**src/rtl/stg4ma.sv**
```systemverilog
`default_nettype none
// ============================================================================
// Module   : stg4ma
// Brief    : MEM pipeline stage. ALU results pass through in one cycle; loads
//            and stores stall upstream until ack or a bounded wait timeout.
// Revision : 1.0
// ============================================================================
module stg4ma #(
    parameter int                  MEM_TIMEOUT = 15,
    parameter int                  SIZE_ADDR   = 16,
    parameter int                  SIZE_DATA   = 32,
    parameter int                  SIZE_OPC    = 5,
    parameter int                  SIZE_TGT_GP = 5,
    parameter int                  SIZE_TGT_SR = 3,
    parameter logic [SIZE_OPC-1:0] OPC_M_LD    = 'h10,
    parameter logic [SIZE_OPC-1:0] OPC_M_ST    = 'h11
) (
    input  logic                   iw_clk,
    input  logic                   iw_rst,
    input  logic                   iw_valid,
    input  logic [SIZE_ADDR-1:0]   iw_pc,
    input  logic [SIZE_OPC-1:0]    iw_opc,
    input  logic [SIZE_TGT_GP-1:0] iw_tgt_gp,
    input  logic [SIZE_TGT_SR-1:0] iw_tgt_sr,
    input  logic [SIZE_DATA-1:0]   iw_result,
    input  logic [SIZE_DATA-1:0]   iw_st_data,
    output logic                   ow_stall,
    output logic                   ow_mem_req,
    output logic                   ow_mem_we,
    output logic [SIZE_ADDR-1:0]   ow_mem_addr,
    output logic [SIZE_DATA-1:0]   ow_mem_wdata,
    input  logic                   iw_mem_ack,
    input  logic [SIZE_DATA-1:0]   iw_mem_rdata,
    output logic [SIZE_ADDR-1:0]   ow_pc,
    output logic [SIZE_OPC-1:0]    ow_opc,
    output logic [SIZE_TGT_GP-1:0] ow_tgt_gp,
    output logic [SIZE_TGT_SR-1:0] ow_tgt_sr,
    output logic [SIZE_DATA-1:0]   ow_result,
    output logic                   ow_valid,
    output logic                   ow_mem_err
);

    localparam int         HBIT_ADDR  = SIZE_ADDR - 1;
    localparam logic [7:0] c_cnt_last = 8'(MEM_TIMEOUT - 1);

    typedef enum logic [0:0] {
        S_IDLE = 1'b0,
        S_WAIT = 1'b1
    } state_t;

    state_t     r_state;
    state_t     w_next_state;
    logic [7:0] r_cnt;
    logic       w_is_mem;
    logic       w_accept_alu;
    logic       w_accept_mem;
    logic       w_ack_done;
    logic       w_timeout;

    assign w_is_mem = (iw_opc == OPC_M_LD) || (iw_opc == OPC_M_ST);
    assign ow_stall = (r_state == S_WAIT);

    always_ff @(posedge iw_clk) begin
        if (iw_rst) begin
            r_state <= S_IDLE;
        end else begin
            r_state <= w_next_state;
        end
    end

    // Ack is tested before the timeout so a late ack still completes cleanly.
    always_comb begin
        w_next_state = r_state;
        w_accept_alu = 1'b0;
        w_accept_mem = 1'b0;
        w_ack_done   = 1'b0;
        w_timeout    = 1'b0;
        case (r_state)
            S_IDLE: begin
                if (iw_valid) begin
                    if (w_is_mem) begin
                        w_accept_mem = 1'b1;
                        w_next_state = S_WAIT;
                    end else begin
                        w_accept_alu = 1'b1;
                    end
                end
            end
            S_WAIT: begin
                if (iw_mem_ack) begin
                    w_ack_done   = 1'b1;
                    w_next_state = S_IDLE;
                end else if (r_cnt == c_cnt_last) begin
                    w_timeout    = 1'b1;
                    w_next_state = S_IDLE;
                end
            end
            default: w_next_state = S_IDLE;
        endcase
    end

    always_ff @(posedge iw_clk) begin
        if (iw_rst) begin
            r_cnt        <= '0;
            ow_mem_req   <= 1'b0;
            ow_mem_we    <= 1'b0;
            ow_mem_addr  <= '0;
            ow_mem_wdata <= '0;
            ow_pc        <= '0;
            ow_opc       <= '0;
            ow_tgt_gp    <= '0;
            ow_tgt_sr    <= '0;
            ow_result    <= '0;
            ow_valid     <= 1'b0;
            ow_mem_err   <= 1'b0;
        end else begin
            ow_mem_err <= w_timeout;
            if (w_accept_alu) begin
                ow_pc     <= iw_pc;
                ow_opc    <= iw_opc;
                ow_tgt_gp <= iw_tgt_gp;
                ow_tgt_sr <= iw_tgt_sr;
                ow_result <= iw_result;
                ow_valid  <= 1'b1;
            end else if (w_accept_mem) begin
                ow_pc        <= iw_pc;
                ow_opc       <= iw_opc;
                ow_tgt_gp    <= iw_tgt_gp;
                ow_tgt_sr    <= iw_tgt_sr;
                ow_valid     <= 1'b0;
                ow_mem_req   <= 1'b1;
                ow_mem_we    <= (iw_opc == OPC_M_ST);
                ow_mem_addr  <= iw_result[HBIT_ADDR:0];
                ow_mem_wdata <= (iw_opc == OPC_M_ST) ? iw_st_data : '0;
                r_cnt        <= '0;
            end else if (w_ack_done) begin
                ow_mem_req <= 1'b0;
                ow_valid   <= 1'b1;
                ow_result  <= ow_mem_we ? SIZE_DATA'(ow_mem_addr) : iw_mem_rdata;
            end else if (w_timeout) begin
                ow_mem_req <= 1'b0;
                ow_valid   <= 1'b1;
                ow_result  <= '0;
            end else if (r_state == S_WAIT) begin
                r_cnt <= r_cnt + 8'd1;
            end else begin
                ow_valid <= 1'b0;
            end
        end
    end

endmodule
`default_nettype wire

```
**config.mk**
```make
export PLATFORM = sky130hd
export DESIGN_NAME = stg4ma
export DESIGN_NICKNAME = d
export VERILOG_FILES = /design/src/rtl/stg4ma.sv
export SDC_FILE = /design/constraint.sdc
export NUM_CORES = 1
export LEC_CHECK = 0
export CAP_MARGIN = 25
export CELL_PAD_IN_SITES_DETAIL_PLACEMENT = 0
export CELL_PAD_IN_SITES_GLOBAL_PLACEMENT = 1
export CORE_MARGIN = 4
export CORE_UTILIZATION = 29
export DETAILED_ROUTE_END_ITERATION = 8
export PLACE_DENSITY = 0.84
export SYNTH_ARGS = -nofsm -noshare
export SYNTH_HDL_FRONTEND = slang
export SYNTH_SLANG_ARGS = --single-unit
export TNS_END_PERCENT = 10
```
**constraint.sdc**
```tcl
create_clock -name iw_clk -period 2.4 [get_ports iw_clk]
set_clock_uncertainty 0.15 [all_clocks]
set_input_delay 0.48 -clock iw_clk [delete_from_list [all_inputs] [get_ports iw_clk]]
set_output_delay 0.48 -clock iw_clk [all_outputs]
set_load 0.005 [all_outputs]
```
==> results of run 1 <==
per-stage QoR:
step                      util [%]  std cells
after CTS                     49.3        976
final                         49.3        976
after detailed placement      46.1        945
after global placement        46.0        944
after floorplan                  -        501
after global routing          49.3        976
worst paths after layout:
| check | end | cells past startpoint | from |
|---|---|---|---|
| max | ow_mem_wdata[5] | 7 | iw_opc[1] |
| min | ow_tgt_gp[3] | 2 | ow_tgt_gp[3] |
| max reg2reg | ow_result[0] | 6 | r_cnt[1] |
| min reg2reg | ow_tgt_gp[3] | 2 | ow_tgt_gp[3] |
cell type report:
type	count	area [sq um]	area share (%)
Clock buffer	22	454	5.55
Clock inverter	9	75.1	0.918
Inverter	2	7.51	0.0918
Multi-Input combinational cell	337	2230	27.2
Sequential cell	122	2440	29.9
Tap cell	220	275	3.37
Timing Repair Buffer	264	2700	33.0
routing by layer:
| metal | wire, um | global-route usage (%) | vias to the layer above |
|---|---|---|---|
| li1 | - | - | 2277 |
| met1 | 6570 | 18.5 | 2209 |
| met2 | 8170 | 28.6 | 184 |
| met3 | 1140 | 4.90 | 32 |
| met4 | 496 | 7.41 | 0 |
| met5 | 0 | 0 | - |
state kept, by name, summed over array words and instances (netlist names):
register / cells
ow_mem_wdata: 32
ow_mem_we: 1
ow_tgt_gp: 5
ow_pc: 16
ow_mem_addr: 16
ow_stall: 1
r_cnt: 8
ow_mem_req: 1
ow_result: 32
ow_mem_err: 1
ow_tgt_sr: 3
ow_valid: 1
ow_opc: 5
layout by cell type, fill, tap and decap left out, drive strengths merged, types with 2 or more instances in the layout:
master / instances
a211oi: 3
a21oi: 48
a221oi: 32
a22o: 32
and2: 2
and4b: 2
buf: 23
clkbuf: 22
clkdlybuf4s50: 241
clkinv: 6
clkinvlp: 2
dfxtp: 122
ha: 2
inv: 2
mux2: 16
nand2: 92
nand2b: 3
nand4: 3
nand4b: 2
nor2: 46
nor3: 34
o211ai: 2
xnor2: 3
xor2: 4
power groups by stage:
stage	clock network [mW]	registers (mW)	logic, mW
floorplan	0	2.19	0.251
global placement	0	2.19	0.709
detailed placement	0	2.19	0.727
CTS	2.35	2.15	0.732
global route	2.45	2.15	0.778
finish	2.29	2.15	0.725
worst max-delay path, stage by stage:
cell             delay (ns)
clkdlybuf4s50_1        0.46
nor4b_4                0.44
buf_4                  0.22
and2_1                 0.18
nor2_2                 0.06
buf_12                 0.19
a22o_1                 0.25
logic make-up after synthesis:
| family | Yosys count | share of synthesized area (%) |
|---|---|---|
| AND/OR/NAND/NOR | 192 | 17.7 |
| flip-flops | 122 | 49.9 |
| AO/OA/AOI/OAI | 120 | 22.1 |
| buffers and inverters | 42 | 4.81 |
| multiplexers | 16 | 3.68 |
| XOR/XNOR | 7 | 1.25 |
| adder cells (fa/ha/maj) | 2 | 0.511 |
==> impl_metrics.tcl, run 1 <==
set metrics [dict create \
    status "finished clean" \
    slew_violations 0 \
    yosysMostFrequentCell "dfxtp_1" \
    hold_viol 0 \
    arrival_ns 2.29 \
    netlist_top_cells_count "dfxtp_1 (122), nand2_1 (91), a21oi_1 (48)" \
    synth_area_sq_mm 0.00489 \
    min_period_over_period_pct 89.3 \
    row_count 47 \
    peakVddDrop_uv 471 \
    leakage_nw 3.02 \
    drv_cap 0 \
    worst_pin_slew_ns 0.522 \
    critPathKind "in2reg" \
    ctsHoldBuffers 0 \
    routed_wirelength_um 16400 \
    required_ns 2.55 \
    p_sw_mw 1.19 \
    dieWidth_um 138 \
    nFillCells 1518 \
    hp-class "reg2reg" \
    io_pins 243 \
    yosysTopAreaCell "dfxtp_1" \
    cp-end-kind "flop" \
    grt_start_max_net_pins 37 \
    fin_ws_ns 0.257 \
    grt_pass1_vias 4680 \
    syn-instance-count 501 \
    place_ws_ns -0.197 \
    p_comb_share_pct 14.0 \
    syn_nets 632 \
    cts_root_buffer "clkbuf_16" \
    startpoint_type "primary input" \
    port_buffers 242 \
    async_reset_ff_share_pct 0 \
    max_freq_ghz 0.467 \
    coreArea_sq_mm 0.0166 \
    htreeDepth 4 \
    grt_usage_pct 16.4 \
    dp_hpwl_um 12200 \
    ys_seq_area_share_pct 49.9 \
    report.power.total_mw 5.17 \
    setup-violations-final 0 \
    finalInstanceArea_sq_mm 0.00818 \
    viasPerCell 4.82 \
    yosysTopAreaCellShare_pct 49.9 \
    setup_tns_ns 0 \
    drc 0 \
    die_y_um 138 \
    power_switching_share_pct 23.0 \
    clk_latency_ns 0.41 \
    p_per_area_mw_per_mm2 632 \
    ant_nets 0 \
    cts_buffers 17 \
    cp_max_fo 33 \
    start_util_pct 29.5 \
    drt_pre_antenna_iters 7 \
    synth_edf_count 0 \
    place_congestion 0.835 \
    num_vias 4702 \
    antenna_found_initial 0 \
    yosys_warnings 0 \
    postCtsSetupBuffers 0 \
    grt-ovfl-total 0 \
    rsz0062_at_grt "no" \
    syn_area_per_cell_sq_um 9.76 \
    ctsResizeCount 0 \
    drive_above_1_share_pct 14.0 \
    clock-sinks 122 \
    hold_ws_ns 0.303 \
    wire_per_inst_um 16.8 \
    power_frac_clock_pct 44.4 \
    yosys-top-cells-area "dfxtp_1 (50%), a221oi_2 (9.2%), nand2_1 (7.0%), a22o_1 (5.7%), a21oi_1 (4.9%)" \
    r2r_setup_slack_ns 0.28 \
    fin_nets 875 \
    finalCriticalPeriod_ns 2.14 \
    drt_iter0_drc 205 \
    slew_headroom_pct 65.2 \
    grt_pass1_wl_um 24200 \
    path_clk_slew_ns 0.05 \
    power_frac_seq_pct 41.6 \
    synthFlopType "dfxtp_1" \
    tritoncts "done" \
    area_growth_syn_to_layout_pct 67.1 \
    dieArea_sq_mm 0.0190 \
    placed_area_sq_mm 0.00765 \
    cts_buffer_depth 2 \
    p_int_mw 3.98 \
    ys_ff_latch 122 \
    synth.distinct_cells 38 \
    diodes 0 \
]
Power figures use the tool's default switching activity.
==> run 2, diff against run 1 <==
--- a/config.mk
+++ b/config.mk
@@ -10,7 +10,9 @@
 export CELL_PAD_IN_SITES_GLOBAL_PLACEMENT = 1
 export CORE_MARGIN = 4
 export CORE_UTILIZATION = 29
+export CTS_CLUSTER_SIZE = 24
 export DETAILED_ROUTE_END_ITERATION = 8
+export GPL_TIMING_DRIVEN = 0
 export PLACE_DENSITY = 0.84
 export SYNTH_ARGS = -nofsm -noshare
 export SYNTH_HDL_FRONTEND = slang
==> constraint.sdc (replaced) <==
create_clock -name iw_clk -period 2.4 [get_ports iw_clk]
set_clock_uncertainty 0.15 [all_clocks]
set_input_delay 0.48 -clock iw_clk [delete_from_list [all_inputs] [get_ports iw_clk]]
set_output_delay 0.48 -clock iw_clk [all_outputs]
set_load 0.05 [all_outputs]
==> run 2 against run 1 <==
Effect of this change: non-clock buffer count up 20; fmax fell by 6.1%; sequential cell count unchanged; wire length up 2.0%; combinational power up 33%; first-iteration DRC count decreased by 19%; worst hold slack got worse by 0.0013 ns; core utilization grew 0.16 points; critical path type unchanged.
==> impl_metrics.tcl, run 2 (synthesized netlist as in run 1, its figures left out) <==
set metrics [dict create \
    rsz0062_at_grt "no" \
    antenna_found_initial 0 \
    crit_end "ow_result[10]" \
    drv_cap 0 \
    clk_latency_ns 0.41 \
    hp-class "reg2reg" \
    p_sw_mw 1.49 \
    grt_pass1_wl_um 24900 \
    min_period_over_period_pct 95.1 \
    viasPerCell 4.70 \
    coreArea_sq_mm 0.0166 \
    path_clk_slew_ns 0.06 \
    dieWidth_um 138 \
    cp_max_fo 10 \
    worst-path-buf-inv 2 \
    drc 0 \
    diodes 0 \
    power_frac_seq_pct 37.8 \
    p_int_mw 4.18 \
    wire_per_inst_um 16.8 \
    cpPeakStageDelay_ns 0.53 \
    fin_nets 895 \
    final_common_cell "clkdlybuf4s50_1" \
    peakVddDrop_uv 502 \
    dieArea_sq_mm 0.0190 \
    setup-violations-final 0 \
    cp.depth 6 \
    die_y_um 138 \
    r2r_start "ow_mem_we" \
    dp_hpwl_um 12600 \
    hold_viol 0 \
    io_pins 243 \
    htreeDepth 4 \
    leakage_nw 3.07 \
    routed_wirelength_um 16700 \
    grt-ovfl-total 0 \
    r2r_setup_slack_ns 0.20 \
    finalCriticalPeriod_ns 2.28 \
    p_per_area_mw_per_mm2 692 \
    worstPathCellList "clkdlybuf4s50_1 > nand2b_1 > nor2_1 > buf_2 > a221oi_2 > nor3_1" \
    crit_path_start "iw_valid" \
    ant_nets 0 \
    worst_pin_slew_ns 0.699 \
    placed_area_sq_mm 0.00759 \
    reg.largest.list "ow_mem_wdata: 32 flops, ow_result: 32 flops" \
    port_buffers 242 \
    drt_pre_antenna_iters 5 \
    reg2reg_depth 5 \
    tritoncts "done" \
    cp-end-kind "flop" \
    row_count 47 \
    critPathKind "in2reg" \
    required_ns 2.58 \
    finalInstanceArea_sq_mm 0.00820 \
    p_comb_share_pct 17.0 \
    place_ws_ns -0.380 \
    slew_headroom_pct 53.4 \
    arrival_ns 2.46 \
    drt_iter0_drc 166 \
    fin_ws_ns 0.119 \
    power_frac_clock_pct 45.2 \
    r2r-end "ow_result[15]" \
    grt_pass1_vias 4591 \
    grt_usage_pct 17.0 \
    final_cell_mix "clkdlybuf4s50_1 (241), dfxtp_1 (122), nand2_1 (91)" \
    slowest_stage "nor2_1" \
    startpoint_type "primary input" \
    status "finished clean" \
    power_switching_share_pct 26.3 \
    place_congestion 0.782 \
    slew_violations 0 \
    grt_start_max_net_pins 17 \
    crit_family "buffers and inverters" \
    num_vias 4690 \
    start_util_pct 29.5 \
    cts_buffers 17 \
    report.power.total_mw 5.68 \
    cts_buffer_depth 2 \
    area_growth_syn_to_layout_pct 67.7 \
    drive_above_1_share_pct 13.9 \
    max_freq_ghz 0.438 \
    cts_root_buffer "clkbuf_16" \
    clock-sinks 122 \
]
==> run 2: area by class of cell <==
class	count	area, sq um
Buffer	40	229
Clock buffer	19	443
Clock inverter	13	151
Fill cell	1587	8380
Inverter	2	7.51
Multi-Input combinational cell	337	2210
Sequential cell	122	2440
Tap cell	220	275
Timing Repair Buffer	244	2440
==> run 2: tightest hold or removal path: cells and delay by family (launching register included) <==
family           cells  cell delay, ns
flip-flops           1            0.30
AND/OR/NAND/NOR      1            0.05
AO/OA/AOI/OAI        1            0.05
==> run 2: stage by stage <==
| stage | setup TNS (ns) | hold WS, ns | util (%) | std cells |
|---|---|---|---|---|
| floorplan | 0 | 0.349 | - | 501 |
| global placement | -26.88 | 0.291 | 45.8 | 963 |
| detailed placement | -26.20 | 0.296 | 45.8 | 963 |
| CTS | 0 | 0.304 | 49.4 | 995 |
| global route | 0 | 0.324 | 49.5 | 997 |
| finish | 0 | 0.302 | 49.5 | 997 |
==> run 2: worst min-delay path by stage <==
| stage | slack (ns) | endpoint | startpoint | depth (start not counted) |
|---|---|---|---|---|
| 2_1_floorplan | 0.35 | r_cnt[7] | r_cnt[7] | 2 |
| 3_3_place_gp | 0.29 | ow_pc[0] | ow_pc[0] | 2 |
| 3_5_place_dp | 0.30 | ow_pc[0] | ow_pc[0] | 2 |
| 4_1_cts | 0.30 | ow_pc[4] | ow_pc[4] | 2 |
| 5_1_grt | 0.32 | ow_tgt_gp[3] | ow_tgt_gp[3] | 2 |
| 6_report | 0.30 | ow_pc[4] | ow_pc[4] | 2 |
==> run 2: per-layer routing <==
layer | track usage [%] | share of wire, % | vias up
li1 | - | - | 2314
met1 | 19.9 | 40 | 2183
met2 | 28.7 | 49 | 168
met3 | 6.46 | 8.9 | 25
met4 | 5.54 | 2.0 | 0
met5 | 0 | 0 | -
==> run 2: what timing repair did <==
item,in CTS,in global routing
buffers inserted,0,2
resized for setup,0,2
setup endpoints to repair,0,32
hold buffers,0,0
==> run 2: power groups by stage <==
stage / clock network (mW) / registers, mW / logic, mW
floorplan: 0 / 2.45 / 0.251
global placement: 0 / 2.18 / 0.968
detailed placement: 0 / 2.19 / 0.970
CTS: 2.63 / 2.14 / 0.976
global route: 2.72 / 2.15 / 1.02
finish: 2.56 / 2.14 / 0.967
==> run 3, diff against run 2 <==
--- a/config.mk
+++ b/config.mk
@@ -5,14 +5,16 @@
 export SDC_FILE = /design/constraint.sdc
 export NUM_CORES = 1
 export LEC_CHECK = 0
+export ABC_AREA = 1
 export CAP_MARGIN = 25
 export CELL_PAD_IN_SITES_DETAIL_PLACEMENT = 0
 export CELL_PAD_IN_SITES_GLOBAL_PLACEMENT = 1
 export CORE_MARGIN = 4
-export CORE_UTILIZATION = 29
+export CORE_UTILIZATION = 28
 export CTS_CLUSTER_SIZE = 24
 export DETAILED_ROUTE_END_ITERATION = 8
 export GPL_TIMING_DRIVEN = 0
+export HOLD_SLACK_MARGIN = 0.06
 export PLACE_DENSITY = 0.84
 export SYNTH_ARGS = -nofsm -noshare
 export SYNTH_HDL_FRONTEND = slang
==> run 3 against run 2 <==
Effect of this change: register-to-register slack improved by 0.38 ns; first-iteration DRC count up 29%; highest routed layer unchanged; via count grew 15%; critical path depth shrank 5; final area increased by 3.0%; core utilization shrank 2.6 points; synthesized cell count increased by 39%; sequential power hardly changed; total power increased by 0.45%; largest power group unchanged; fmax is essentially flat; setup slack gained 0.0019 ns.
==> impl_metrics.tcl, run 3 <==
set metrics [dict create \
    cp_max_fo 4 \
    nFillCells 1783 \
    place_ws_ns 0.0147 \
    synth_mux_area_share_pct 0 \
    startpoint_type "flop" \
    final_common_cell "clkdlybuf4s50_1" \
    port_buffers 241 \
    synth_edf_count 0 \
    arrival_ns 1.65 \
    synthAdderAreaFrac_pct 0.485 \
    setup-violations-final 0 \
    diodes 0 \
    grtUsageMet2_pct 28.6 \
    yosysTopAreaCell "dfxtp_1" \
    synth-simple-area-share_pct 23.6 \
    dieWidth_um 144 \
    final_cell_mix "clkdlybuf4s50_1 (240), nor2_1 (132), dfxtp_1 (122)" \
    syn_area_per_cell_sq_um 7.42 \
    power_frac_seq_pct 37.8 \
    area_growth_syn_to_layout_pct 63.7 \
    setup_tns_ns 0 \
    cts_buffers 17 \
    dieArea_sq_mm 0.0207 \
    ys_seq_area_share_pct 47.3 \
    peakVddDrop_uv 450 \
    fin_nets 1086 \
    synth_xor_xnor_area_share_pct 0.339 \
    syn_nets 826 \
    num_vias 5400 \
    yosys-top-cells-area "dfxtp_1 (47%), nor2_1 (9.6%), o21ai_0 (8.9%), nand2_1 (6.0%), nand3_1 (5.6%)" \
    ys_ff_latch 122 \
    placed_area_sq_mm 0.00786 \
    rsz0062_at_grt "no" \
    power_switching_share_pct 28.3 \
    worst_pin_slew_ns 0.555 \
    met1_usage_pct 20.7 \
    grt_util_met3_pct 5.49 \
    clk_latency_ns 0.41 \
    syn-instance-count 695 \
    antenna_found_initial 0 \
    async_reset_ff_share_pct 0 \
    worst-path-buf-inv 1 \
    leakage_nw 3.42 \
    fin_ws_ns 0.121 \
    routed_wirelength_um 18000 \
    hold_ws_ns 0.233 \
    place_congestion 0.825 \
    ctsResizeCount 0 \
    grt-ovfl-total 0 \
    cts_buffer_depth 2 \
    max_freq_ghz 0.439 \
    cp-end-kind "primary output" \
    dp_hpwl_um 13500 \
    netlist_top_cells_count "nor2_1 (132), dfxtp_1 (122), o21ai_0 (92)" \
    row_count 49 \
    wire_per_inst_um 15.0 \
    synthFlopType "dfxtp_1" \
    ctsHoldBuffers 0 \
    min_period_over_period_pct 95.0 \
    yosysMostFrequentCell "nor2_1" \
    critPathKind "reg2out" \
    cts_root_buffer "clkbuf_16" \
    drt_iter0_drc 214 \
    grt_start_max_net_pins 17 \
    power_frac_clock_pct 44.4 \
    grt_busiest_layer "met2" \
    io_pins 243 \
    required_ns 1.77 \
    tritoncts "done" \
    p_per_area_mw_per_mm2 675 \
    drt_pre_antenna_iters 4 \
    grt_usage_pct 17.0 \
    cpPeakStageDelay_ns 0.86 \
    path_clk_slew_ns 0.06 \
    yosys_warnings 0 \
    synth_compound_area_share_pct 19.0 \
    report.power.total_mw 5.70 \
    drive_above_1_share_pct 10.4 \
    drc 0 \
    slew_violations 0 \
    crit_family "buffers and inverters" \
    synth_area_sq_mm 0.00516 \
    status "finished clean" \
    p_sw_mw 1.61 \
    postCtsSetupBuffers 0 \
    drv_cap 0 \
    htreeDepth 4 \
    synth_top_family_by_area "simple AND/OR/NAND/NOR gates" \
    hold_viol 0 \
    slowest_stage "clkdlybuf4s50_1" \
    worstPathCellList "clkdlybuf4s50_1" \
    slew_headroom_pct 62.9 \
    finalInstanceArea_sq_mm 0.00845 \
    coreArea_sq_mm 0.0180 \
    start_util_pct 28.6 \
    viasPerCell 4.51 \
    finalCriticalPeriod_ns 2.28 \
    p_int_mw 4.09 \
    die_y_um 144 \
    reg.largest.list "ow_mem_wdata: 32 flops, ow_result: 32 flops" \
    yosysTopAreaCellShare_pct 47.3 \
    hp-class "in2reg" \
    synth.distinct_cells 29 \
    ant_nets 0 \
    p_comb_share_pct 17.8 \
    grt_pass1_wl_um 27500 \
    grt_pass1_vias 5224 \
    clock-sinks 122 \
]
## run 3: cell families (layout without fill, tap and decap cells)
family	Yosys count	in the layout
flip-flops	122	122
adder cells (fa/ha/maj)	2	2
AND/OR/NAND/NOR	286	286
XOR/XNOR	2	2
buffers and inverters	110	383
AO/OA/AOI/OAI	173	173
## run 3: stage by stage
step                      instances  utilization (%)
final                          1197             46.9
after CTS                      1197             46.9
after global routing           1197             46.9
after floorplan                 695                -
after detailed placement       1165             43.6
after global placement         1165             43.6
## run 3: path summary, 6_finish.rpt
path	to	cells past startpoint	from	slack, ns
worst max-delay path	ow_stall	1	ow_stall	0.12
worst min-delay path	ow_valid	2	iw_rst	0.23
worst max register to register	ow_result[2]	9	r_cnt[0]	0.58
worst min register to register	ow_mem_wdata[6]	2	ow_mem_wdata[6]	0.31
## run 3: final cells by class
cell class              count  area (sq um)  area share [%]
repair buffers            241          2410            28.6
multi-input cells         463          2240            26.5
clock buffers              18           439            5.20
inverters                  65           244            2.89
plain buffers              45           234            2.77
flip-flops and latches    122          2440            28.9
clock inverters            14           149            1.76
well taps                 229           287            3.39
## run 3: metal layers
layer | wire length [um] | part of all wire, %
met5 | 0 | 0
met4 | 237 | 1.3
met3 | 1460 | 8.1
met2 | 8560 | 48
met1 | 7730 | 43
## run 3: power groups by stage
stage                     Sequential (mW)  Combinational, mW  Clock, mW
after floorplan                      2.50              0.241          0
after global placement               2.20               1.01          0
after detailed placement             2.20               1.02          0
after CTS                            2.16               1.02       2.59
after global routing                 2.17               1.08       2.70
final                                2.16               1.01       2.53
